## src/rtl/serial_subtractor.sv

```systemverilog
// serial_subtractor: bit-serial A - B, one bit per clock, LSB first.
// Ports:
//   clk    - clock, all state changes on rising edge
//   rst_n  - synchronous active-low reset
//   start  - request a subtraction, only sampled in IDLE
//   A, B   - minuend / subtrahend, captured when start is accepted
//   busy   - high while RUN or DONE
//   done   - single-cycle pulse, result valid
//   diff   - A - B modulo 2^WIDTH, held until the next result
//   borrow - unsigned borrow out (A < B)
//   ovf    - signed two's-complement overflow of A - B
module serial_subtractor #(
    parameter int WIDTH = 32
) (
    input  logic             clk,
    input  logic             rst_n,
    input  logic             start,
    input  logic [WIDTH-1:0] A,
    input  logic [WIDTH-1:0] B,
    output logic             busy,
    output logic             done,
    output logic [WIDTH-1:0] diff,
    output logic             borrow,
    output logic             ovf
);
    localparam int CW = (WIDTH > 1) ? $clog2(WIDTH) : 1;
    typedef enum logic [1:0] {IDLE, RUN, DONE} state_t;
    state_t           state_q, state_d;
    logic [WIDTH-1:0] a_q, a_d, b_q, b_d, res_q, res_d, diff_q, diff_d;
    logic [CW-1:0]    cnt_q, cnt_d;
    logic             br_q, br_d, borrow_q, borrow_d, ovf_q, ovf_d;
    logic             a_msb_q, a_msb_d, b_msb_q, b_msb_d;
    logic             bit_d, bit_br;
    logic [WIDTH-1:0] res_next;
    assign bit_d    = a_q[0] ^ b_q[0] ^ br_q;
    assign bit_br   = (~a_q[0] & b_q[0]) | (~(a_q[0] ^ b_q[0]) & br_q);
    assign res_next = {bit_d, res_q[WIDTH-1:1]};
    always_comb begin
        state_d  = state_q;
        a_d      = a_q;
        b_d      = b_q;
        res_d    = res_q;
        diff_d   = diff_q;
        cnt_d    = cnt_q;
        br_d     = br_q;
        borrow_d = borrow_q;
        ovf_d    = ovf_q;
        a_msb_d  = a_msb_q;
        b_msb_d  = b_msb_q;
        unique case (state_q)
            IDLE: if (start) begin
                state_d = RUN;
                a_d     = A;
                b_d     = B;
                a_msb_d = A[WIDTH-1];
                b_msb_d = B[WIDTH-1];
                br_d    = 1'b0;
                cnt_d   = '0;
            end
            RUN: begin
                a_d   = a_q >> 1;
                b_d   = b_q >> 1;
                res_d = res_next;
                br_d  = bit_br;
                cnt_d = cnt_q + 1'b1;
                // Last bit: publish the full result in the same edge that enters DONE
                if (cnt_q == CW'(WIDTH - 1)) begin
                    state_d  = DONE;
                    diff_d   = res_next;
                    borrow_d = bit_br;
                    ovf_d    = (a_msb_q != b_msb_q) && (bit_d != a_msb_q);
                end
            end
            DONE:    state_d = IDLE;
            default: state_d = IDLE;
        endcase
    end
    always_ff @(posedge clk) begin
        if (!rst_n) begin
            state_q  <= IDLE;
            a_q      <= '0;
            b_q      <= '0;
            res_q    <= '0;
            diff_q   <= '0;
            cnt_q    <= '0;
            br_q     <= 1'b0;
            borrow_q <= 1'b0;
            ovf_q    <= 1'b0;
            a_msb_q  <= 1'b0;
            b_msb_q  <= 1'b0;
        end else begin
            state_q  <= state_d;
            a_q      <= a_d;
            b_q      <= b_d;
            res_q    <= res_d;
            diff_q   <= diff_d;
            cnt_q    <= cnt_d;
            br_q     <= br_d;
            borrow_q <= borrow_d;
            ovf_q    <= ovf_d;
            a_msb_q  <= a_msb_d;
            b_msb_q  <= b_msb_d;
        end
    end
    assign busy   = (state_q != IDLE);
    assign done   = (state_q == DONE);
    assign diff   = diff_q;
    assign borrow = borrow_q;
    assign ovf    = ovf_q;
endmodule

```

## config.mk

```make
export PLATFORM = sky130hd
export DESIGN_NAME = serial_subtractor
export DESIGN_NICKNAME = d
export VERILOG_FILES = /design/src/rtl/serial_subtractor.sv
export SDC_FILE = /design/constraint.sdc
export NUM_CORES = 1
export LEC_CHECK = 0
export CAP_MARGIN = 20
export CORE_MARGIN = 2
export CORE_UTILIZATION = 45
export CTS_CLUSTER_SIZE = 16
export DETAILED_ROUTE_END_ITERATION = 8
export DONT_BUFFER_PORTS = 1
export HOLD_SLACK_MARGIN = 0.1
export SLEW_MARGIN = 20
export SYNTH_ARGS = -nofsm -noshare
export SYNTH_HDL_FRONTEND = slang
export SYNTH_SLANG_ARGS = --single-unit
```

## constraint.sdc

```tcl
create_clock -name clk -period 2.2 [get_ports clk]
set_input_delay 0.22 -clock clk [delete_from_list [all_inputs] [get_ports clk]]
set_output_delay 0.22 -clock clk [all_outputs]
set_load 0.005 [all_outputs]
```

Yosys cells after proc, flatten, opt, wreduce, memory -nomap -nowiden:

Cells that the tools add are included.
W data, S select, Z words.

* $add $sub $neg: 1
* equality and inequality tests: 7
* multiplexer cells: 11
* bitwise logic cells: 7
* reduce and logical (&&, ||, !) cells: 8

Operator list (count)
* $pmux W32 S2: 2
* $mux W32: 2
* $pmux W5 S2: 1
* $reduce_and A2 Y1: 4
* $add A5 B1 Y5 const B: 1
* $eq A5 B5 Y1 const B: 1
* $mux W5: 1
* $mux W2: 2
* $ne A2 B2 Y1 const B: 2
* $pmux W2 S2: 1
* $reduce_bool A2 Y1: 2
* $and A1 B1 Y1: 2
* $eq A2 B1 Y1 const B: 1
* $eq A2 B2 Y1 const B: 1
* $logic_not A2 Y1: 1
* $ne A1 B1 Y1: 2
* $not A1 Y1: 2
* $pmux W1 S2: 1
* $xor A1 B1 Y1: 2
* $logic_and A1 B1 Y1: 1
* $mux W1: 1
* $or A1 B1 Y1: 1

* register bits after elaboration: 140
* output and inout port bits: 36
* logic and storage cells: 45

Logic depth before layout (Yosys ltp):

Gate-level depths: netlist of the first run.

* depth in word-level cells: 5
* mapped depth: 8
* depth with buffers taken out: 6

Least setup slack after synthesis of the first run:

OpenSTA, ideal clock, no wires.

* path kind: register to register
* start: register cnt_q[0]
* end: register diff_q[29] (netlist: diff[29])
* arrival: 1.484 ns
* slack: 0.584 ns
* stages on the path, launching flop included: 9
* buffers on the path: 2
* cell sequence: dfxtp_1 -> ha_1 -> and3_1 -> ha_1 -> and3b_1 -> buf_2 -> buf_2 -> nand2_1 -> a21oi_1

* longest elaborated chain between the ends: 2

RTL lines
* start, declared: line 30 `logic [CW-1:0] cnt_q, cnt_d;`
* start signal, assigned: line 97 `cnt_q <= cnt_d;`
* $eq A5 B5 Y1: line 67 `if (cnt_q == CW'(WIDTH - 1)) begin`
* $reduce_and A2 Y1 (no source line)
* end signal, assigned: line 96 `diff_q <= diff_d;`
* end, declared: line 29 `logic [WIDTH-1:0] a_q, a_d, b_q, b_d, res_q, res_d, diff_q, diff_d;`

No other way between the ends.
A chain may end at the register's enable or synchronous reset.

Worst setup path after layout of the first run:

* start: register state_q[0]
* end: register b_q[22]

* longest elaborated chain between the ends: 3

RTL lines
* start, declared: line 28 `state_t state_q, state_d;`
* start signal, assigned: line 92 `state_q <= state_d;`
* $eq A2 B1 Y1 / $logic_not A2 Y1 (equally long branches): line 50 `unique case (state_q)`
* $reduce_bool A2 Y1 (no source line) / $ne A2 B2 Y1 (equally long branches)
* $reduce_and A2 Y1 (no source line)
* end signal, assigned: line 82 `b_q <= '0;`
* end signal, assigned: line 94 `b_q <= b_d;`
* end, declared: line 29

Parallel ways exist; a longest one is shown, timed or not.

==> flow_summary.ini, run 1 <==
[drt]
drt-total-wl_um = 12740
routed-via-count = 4801
routedWlPerCell_um = 14.14
avgViaCountPerCell = 5.329
final_antenna_net_count = 0
drc = 0
drtIter0Drc = 302
first_pass_iters = 4

[floorplanning]
die_w_um = 113.5
start_util_pct = 45.51
placementRows = 40
ios = 103
die_h_um = 113.5
core_area_sq_mm = 0.01186
dieArea_sq_mm = 0.01289

[timing]
tightest_slew_ns = 0.3922
relSlewSlack_pct = 73.74
clock.fmax_mhz = 489.3
final_max_slew_viol_count = 0
setup_tns_ns = 0
rsz0062_at_grt = no
min_period_ns = 2.044
hold_viol = 0
finClkSkew_ns = 0.007584
setup_violations = 0
post-route-period-util_pct = 92.89

[grt]
grt_pass1_wl_um = 21630
antenna_found_initial = 0
grt_pass1_vias = 4634
grt_overflow = 0
grt_max_degree = 65
track_usage_pct = 20.69

[run]
drv_cap = 0

[synth]
synthesis.area_sq_mm = 0.005398
avgSynthCellArea_sq_um = 7.891
async_reset_ff_share_pct = 0
ys_warn_count = 0
ys_seq_area_share_pct = 51.55
synth_fp_nets = 754
synth_seq_cells = 139
postSynthCellCount = 684
ys.flop_type = dfxtp_1
synth.distinct_cells = 37
synth_edf_count = 0

[placed_design]
gp_congestion = 0.7318
place_hpwl_um = 7271
port_buffers = 0
dpl_cell_area_sq_mm = 0.005443

[clock_tree]
numCtsBuffers = 17
root_buffer = clkbuf_16
cts_setup_buffers = 0
htreeDepth = 4
cts_max_path_buffers = 2
cts.clk_slew.worst_paths_ns = 0.06
cts_tree = yes
clock-sinks = 139
clk-insertion-delay-late_ns = 0.41

[status]
status = complete, no violations

[worst_hold_path]
hold_class = in -> reg

[finish]
multi_input_area_sq_mm = 0.002320
final_cell_mix = 190 x nand2_1, 185 x a21oi_1, 137 x dfxtp_1
final_common_cell = nand2_1
n_antenna_cell = 0
fin_area_sq_mm = 0.006897
fin_nets = 811
ff_latch_area_sq_mm = 0.002785
fin_util_pct = 58.14
drive_above_1_share_pct = 8.090
syn_to_final_growth_pct = 27.77
fillerInstances = 1056

[pwr]
max-vdd-ir-drop_mv = 0.6755
p_leak_uw = 0.002581
power_density_mw_per_mm2 = 892.7

[setup_path]
cp-start-kind = register
end_kind = register
crit_type = reg -> reg
cp_max_fo = 34
required_ns = 2.55
arrival_ns = 2.40
logic make-up after synthesis:
kind of cell               count (synthesis)  synth area share (%)
muxes                                      3                0.5564
AOI/OAI and AO/OA                        261                 25.20
buffers and inverters                     63                 6.050
and+or+nand+nor                          215                 15.81
DFF                                      139                 51.55
adders and majority gates                  3                0.8344
synth_stat cells, types with 2 or more instances:
library cell	count	share of area, %
nand2_1	190	13
buf_6	2	0.42
a22oi_1	4	0.56
ha_1	2	0.46
nand3b_1	2	0.28
a31oi_1	3	0.35
buf_2	29	2.7
clkbuf_2	4	0.37
mux2i_1	3	0.56
dfxtp_1	139	52
o21ai_0	44	4.1
nand3_1	2	0.19
buf_4	9	1.3
nor2_1	10	0.70
clkbuf_1	14	0.97
nor3_1	2	0.19
o21ai_1	18	1.7
inv_1	3	0.21
a21oi_1	185	17
nor2b_1	2	0.23
stage by stage:
step | hold slack [ns] | setup WS, ns | std cells | total power (uW)
floorplan | 0.3541 | 0.5839 | 684 | 3069
global placement | 0.3590 | 0.5533 | 787 | 3124
detailed placement | 0.3610 | 0.4995 | 787 | 3136
CTS | 0.1179 | 0.08410 | 900 | 6213
global route | 0.1415 | 0.01551 | 901 | 6421
finish | 0.1368 | 0.1564 | 901 | 6157
report_power, final:
| group | total (uW) | leakage, uW | internal [uW] | switching [uW] |
|---|---|---|---|---|
| logic | 544 | 0.00114 | 250 | 294 |
| registers | 2690 | 0.00114 | 2630 | 61.0 |
| clock network | 2920 | 0.000301 | 1900 | 1030 |
| total | 6160 | 0.00258 | 4780 | 1380 |
per-layer routing:
metal,part of all wire [%],GRT usage (%),vias up
li1,-,-,2426
met1,44,25.04,2245
met2,49,34.85,116
met3,4.8,6.217,14
met4,1.4,7.724,0
met5,0,0,-
critical path, cell delays in order (launching register included):
cell           delay (ns)
dfxtp_2              0.49
nor2b_4              0.24
buf_4                0.36
a21oi_1              0.15
a21oi_1              0.19
dlygate4sd3_1        0.56
registers in the layout, indices dropped and copies added (netlist names):
signal   cells
state_q      2
a_q         32
b_q         32
res_q       31
borrow       1
a_msb_q      1
br_q         1
ovf          1
cnt_q        5
diff        32
b_msb_q      1
cell type report:
type / count / share of cell area (%)
repair buffers: 96 / 14.08
inverters: 4 / 0.2177
clock buffers: 21 / 6.967
well taps: 147 / 2.667
flip-flops and latches: 139 / 40.38
clock inverters: 11 / 2.050
multi-input cells: 483 / 33.64
worst paths after layout:
path                            endpoint       start  depth (start not counted)  slack [ns]
worst max-delay path             b_q[22]  state_q[0]                          5        0.16
worst min-delay path            cnt_q[3]       start                          3        0.14
worst max register to register   b_q[22]  state_q[0]                          5        0.16
worst min register to register  res_q[1]    res_q[1]                          2        0.46
repair_timing:
action,in CTS,in global routing
gates resized for setup,0,2
hold endpoints to repair,68,0
setup endpoints to repair,0,15
hold buffers,81,0
Power figures use the tool's default switching activity.
==> run 2: changes to the inputs <==
ABC_AREA = 1   (was unset)
==> flow_summary.ini, run 2 <==
[timing]
finClkSkew_ns = 0.01058
final_max_slew_viol_count = 0
tightest_slew_ns = 0.8489
clock.fmax_mhz = 526.4
min_period_ns = 1.900
hold-worst-slack_ns = 0.2293
rsz0062_at_grt = no
setup_tns_ns = 0
relSlewSlack_pct = 43.34
setup_violations = 0
post-route-period-util_pct = 86.36
hold_viol = 0

[finish]
fin_area_sq_mm = 0.007231
ff_latch_area_sq_mm = 0.002783
stdcell_count = 1081
drive_above_1_share_pct = 4.840
fin_nets = 966
final_common_cell = nand2_1
syn_to_final_growth_pct = 23.59
final_cell_mix = 209 x nand2_1, 178 x nor2_1, 139 x dfxtp_1
multi_input_area_sq_mm = 0.002471
fillerInstances = 1199
n_antenna_cell = 0

[synth]
postSynthCellCount = 858
synth_most_common_cell = nand2_1
synth_compound_area_share_pct = 13.84
yosys-top-cells-count = 209 x nand2_1, 178 x nor2_1, 139 x dfxtp_1, 97 x o21ai_0, 90 x inv_1
ys_warn_count = 0
synth_edf_count = 0
synth-xor-area-share_pct = 0
synthMuxAreaShare_pct = 0
ys.flop_type = dfxtp_1
ys_seq_area_share_pct = 47.56
avgSynthCellArea_sq_um = 6.819
synth_top_family_by_area = simple AND/OR/NAND/NOR gates
netlist.area_leader.share_pct = 47.56
synth.distinct_cells = 24
synth_fp_nets = 928
synthSimpleGateAreaFrac_pct = 27.42
synth_top_cell_by_area = dfxtp_1
yosys-top-cells-area = dfxtp_1 48%, nand2_1 13%, nor2_1 11%
synth_seq_cells = 139
async_reset_ff_share_pct = 0
synth_fa_ha_area_share_pct = 0.7699
synthesis.area_sq_mm = 0.005851

[run]
drv_cap = 0

[drt]
avgViaCountPerCell = 4.789
drc = 0
routed-via-count = 5177
drt-total-wl_um = 13050
drtIter0Drc = 307
final_antenna_net_count = 0
routedWlPerCell_um = 12.07
first_pass_iters = 4

[status]
status = complete, no violations

[setup_path]
ff2ff_path_depth = 7
cp_common_cell = nor2_1
crit_cells = 7
cp-start-kind = register
required_ns = 2.50
slowest_delay_ns = 0.54
path_cells = nand2_4 > buf_12 > nand2_1 > o21ai_1 > nor2_1 > nor2_1 > dlygate4sd3_1
crit_end = b_q[20]
arrival_ns = 2.20
cp-startpoint = state_q[0]
path_buf_inv = 2
crit_type = reg -> reg
r2r_start = state_q[0]
critical-path-top-delay-family = buffers and inverters
rrSetupSlack_ns = 0.30
cp_max_fo = 65
cp_slowest_cell = dlygate4sd3_1
end_kind = register
timing.rr.end = b_q[20]

[grt]
track_usage_pct = 19.16
grt_max_degree = 115
grt_pass1_vias = 4719
antenna_found_initial = 0
grt_pass1_wl_um = 21910
grt_overflow = 0

[floorplanning]
core_area_sq_mm = 0.01267
ios = 103
die_w_um = 118.0
start_util_pct = 46.17
placementRows = 41
die_h_um = 118.0
dieArea_sq_mm = 0.01393

[clock_tree]
clock-sinks = 139
cts_setup_buffers = 0
cts.clk_slew.worst_paths_ns = 0.06
clk-insertion-delay-late_ns = 0.41
htreeDepth = 4
cts_tree = yes
cts_hold_buf = 67
cts_resized = 0
numCtsBuffers = 17
root_buffer = clkbuf_16
cts_max_path_buffers = 2

[pwr]
p_sw_uw = 1556
power_density_mw_per_mm2 = 901.7
max-vdd-ir-drop_mv = 0.5484
clkPwrFrac_pct = 46.6
p_seq_share_pct = 42.1
p_leak_uw = 0.003212
p_sw_share_pct = 23.87
total_power_uw = 6520
intPower_uw = 4964
power_frac_comb_pct = 11.4

[placed_design]
place_hpwl_um = 7551
dp.cells = 982
gp_congestion = 0.7355
dpl_cell_area_sq_mm = 0.005904
port_buffers = 0

[worst_hold_path]
hold_class = in -> reg
==> run 2: cell count changes after synthesis, sizes merged, moves of 20 or more <==
| cell | delta |
|---|---|
| nand2 | +21 |
| nor2 | +169 |
| a21oi | -158 |
| nand3 | +20 |
| inv | +88 |
| o21ai | +51 |
==> run 2: routing by layer <==
metal	part of all wire (%)	global-route usage, %	vias to the layer above
met5	0	0	-
met4	0.73	6.325	0
met3	4.9	6.541	9
met2	47	31.65	88
met1	47	23.39	2356
li1	-	-	2724
==> run 2: logic make-up (layout without fill, tap and decap cells) <==
| group | after synthesis | after routing |
|---|---|---|
| AO/OA/AOI/OAI | 154 | 154 |
| AND/OR/NAND/NOR | 415 | 415 |
| flip-flops | 139 | 139 |
| adder cells (fa/ha/maj) | 3 | 3 |
| buffers and inverters | 147 | 198 |
==> run 2: final cells by class <==
cell class | count | area share [%]
flip-flops and latches | 139 | 38.48
multi-input cells | 572 | 34.18
repair buffers | 74 | 10.76
clock buffers | 22 | 6.558
inverters | 92 | 4.776
well taps | 172 | 2.976
clock inverters | 10 | 2.267
==> run 2: worst min-delay path by stage <==
stage           from  slack, ns  depth (start not counted)       end
2_1_floorplan  A[31]       0.38                          2   a_q[31]
3_3_place_gp   rst_n       0.36                          2   b_q[23]
3_5_place_dp   rst_n       0.36                          2    a_q[7]
4_1_cts        rst_n       0.24                          3   b_q[27]
5_1_grt        rst_n       0.27                          3   a_q[20]
6_report       rst_n       0.23                          3  res_q[3]
==> run 2: through the flow <==
stage	setup slack, ns	util, %
finish	0.3002	57.07
global route	0.07446	57.07
CTS	0.2888	57.07
detailed placement	0.3078	46.60
global placement	0.4388	46.60
floorplan	0.6222	-
==> run 2: worst register-to-register path, cell delays in order (launching register included) <==
cell           delay [ns]
dfxtp_1              0.46
nand2_4              0.23
buf_12               0.25
nand2_1              0.11
o21ai_1              0.06
nor2_1               0.09
nor2_1               0.04
dlygate4sd3_1        0.54
==> run 2: power by group through the flow <==
| stage | Combinational [uW] | Sequential (uW) | Clock, uW |
|---|---|---|---|
| 2_1_floorplan | 539 | 2780 | 0 |
| 3_3_place_gp | 586 | 2790 | 0 |
| 3_5_place_dp | 609 | 2800 | 0 |
| 4_1_cts | 745 | 2740 | 3110 |
| 5_1_grt | 857 | 2760 | 3230 |
| 6_report | 742 | 2740 | 3040 |
==> run 3: changes to the inputs <==
CORE_ASPECT_RATIO = 0.75   (was unset)
MAX_ROUTING_LAYER = met4   (was unset)
PLACE_DENSITY = 0.66   (was unset)
==> flow_summary.ini, run 3 (synthesis gave the netlist of run 2 again) <==
[finish]
drive_above_1_share_pct = 4.950
fin_nets = 966
final_cell_mix = 209 x nand2_1, 178 x nor2_1, 139 x dfxtp_1
final_common_cell = nand2_1
fillerInstances = 1198
syn_to_final_growth_pct = 22.67
n_antenna_cell = 0

[clock_tree]
clock-sinks = 139
clk-insertion-delay-late_ns = 0.41
cts_max_path_buffers = 2
cts_setup_buffers = 0
cts_tree = yes
cts.clk_slew.worst_paths_ns = 0.06
numCtsBuffers = 17
htreeDepth = 4
root_buffer = clkbuf_16

[drt]
drt-total-wl_um = 13170
final_antenna_net_count = 0
avgViaCountPerCell = 4.648
drtIter0Drc = 322
routedWlPerCell_um = 12.19
drc = 0
routed-via-count = 5020
first_pass_iters = 5

[grt]
grt_max_degree = 128
grt_overflow = 0
track_usage_pct = 19.64
antenna_found_initial = 0
grt_pass1_wl_um = 21090
grt_pass1_vias = 4323

[setup_path]
cp_common_cell = nor2_1
slowest_delay_ns = 0.54
arrival_ns = 2.25
cp_max_fo = 64
cp_slowest_cell = dlygate4sd3_1
crit_type = reg -> reg
path_buf_inv = 2
required_ns = 2.50
path_cells = nand2_4 > buf_16 > nand2_1 > o21ai_1 > nor2_1 > nor2_1 > dlygate4sd3_1
critical-path-top-delay-family = buffers and inverters
end_kind = register
cp-start-kind = register

[run]
drv_cap = 0

[worst_hold_path]
hold_class = in -> reg

[pwr]
p_sw_uw = 1606
p_seq_share_pct = 43.7
max-vdd-ir-drop_mv = 0.4737
total_power_uw = 6263
intPower_uw = 4657
power_density_mw_per_mm2 = 872.7
p_sw_share_pct = 25.65
clkPwrFrac_pct = 44.4
power_frac_comb_pct = 11.9
p_leak_uw = 0.003199

[floorplanning]
die_w_um = 135.7
die_h_um = 102.7
placementRows = 36
start_util_pct = 45.58
core_area_sq_mm = 0.01284
dieArea_sq_mm = 0.01394
ios = 103

[timing]
clock.fmax_mhz = 514.3
hold_viol = 0
setup_tns_ns = 0
min_period_ns = 1.944
finClkSkew_ns = 0.01146
relSlewSlack_pct = 70.07
setup_violations = 0
tightest_slew_ns = 0.4490
rsz0062_at_grt = no
post-route-period-util_pct = 88.38
final_max_slew_viol_count = 0

[status]
status = complete, no violations

[placed_design]
gp_congestion = 0.7559
place_hpwl_um = 7267
port_buffers = 0
[run 3: cell types whose count changed in the layout (fill, tap and decap cells not counted)]
cell           before  now
inv_6               0    4
clkbuf_8            3    0
buf_12              3    1
bufinv_16           4    2
clkinv_2            1    3
clkinvlp_4          4    2
buf_16              1    2
buf_4               4    5
clkbuf_16          17   18
clkinv_4            1    2
dlygate4sd3_1      66   65
[run 3: metrics by stage]
step / area, sq um / cells / hold WS (ns) / worst slack [ns] / utilization [%]
floorplan: 5851 / 858 / 0.3848 / 0.6222 / -
global placement: 5891 / 981 / 0.3573 / 0.4973 / 45.89
detailed placement: 5891 / 981 / 0.3602 / 0.4273 / 45.89
CTS: 7144 / 1079 / 0.1072 / 0.1363 / 55.65
global route: 7177 / 1080 / 0.1467 / 0.06693 / 55.91
finish: 7177 / 1080 / 0.1020 / 0.2557 / 55.91
[run 3: worst paths after layout]
path	startpoint	endpoint	slack [ns]	cells after the start
worst min-delay path	rst_n	state_q[1]	0.10	2
worst min register to register	br_q	br_q	0.46	2
worst max-delay path	state_q[0]	b_q[17]	0.26	7
worst max register to register	state_q[0]	b_q[17]	0.26	7
[run 3: final cells by class]
type,instances,area (sq um),area share (%)
Timing Repair Buffer,74,788.3,10.98
Clock inverter,13,142.6,1.987
Clock buffer,19,432.9,6.032
Sequential cell,139,2783,38.77
Tap cell,171,214.0,2.981
Inverter,92,345.3,4.812
Multi-Input combinational cell,572,2471,34.43
[run 3: power groups by stage]
stage          combinational (uW)  sequential (uW)  clock, uW
3_3_place_gp                  589             2790          0
4_1_cts                       729             2740       2840
3_5_place_dp                  595             2790          0
2_1_floorplan                 539             2780          0
5_1_grt                       875             2760       2980
6_report                      745             2740       2780
[run 3: repair_timing]
| action | CTS | global route |
|---|---|---|
| gates resized for setup | 0 | 1 |
| hold buffers | 66 | 0 |
| endpoints found under the setup margin | 0 | 1 |
| endpoints found under the hold margin | 124 | 0 |
[run 3: per-layer routing]
layer	wire length [um]	vias to the layer above	part of all wire, %	GRT usage [%]
li1	-	2734	-	-
met4	132	0	1.0	5.529
met1	6751	2165	51	26.85
met2	5558	109	42	27.66
met5	0	-	0	-
met3	722	12	5.5	6.539
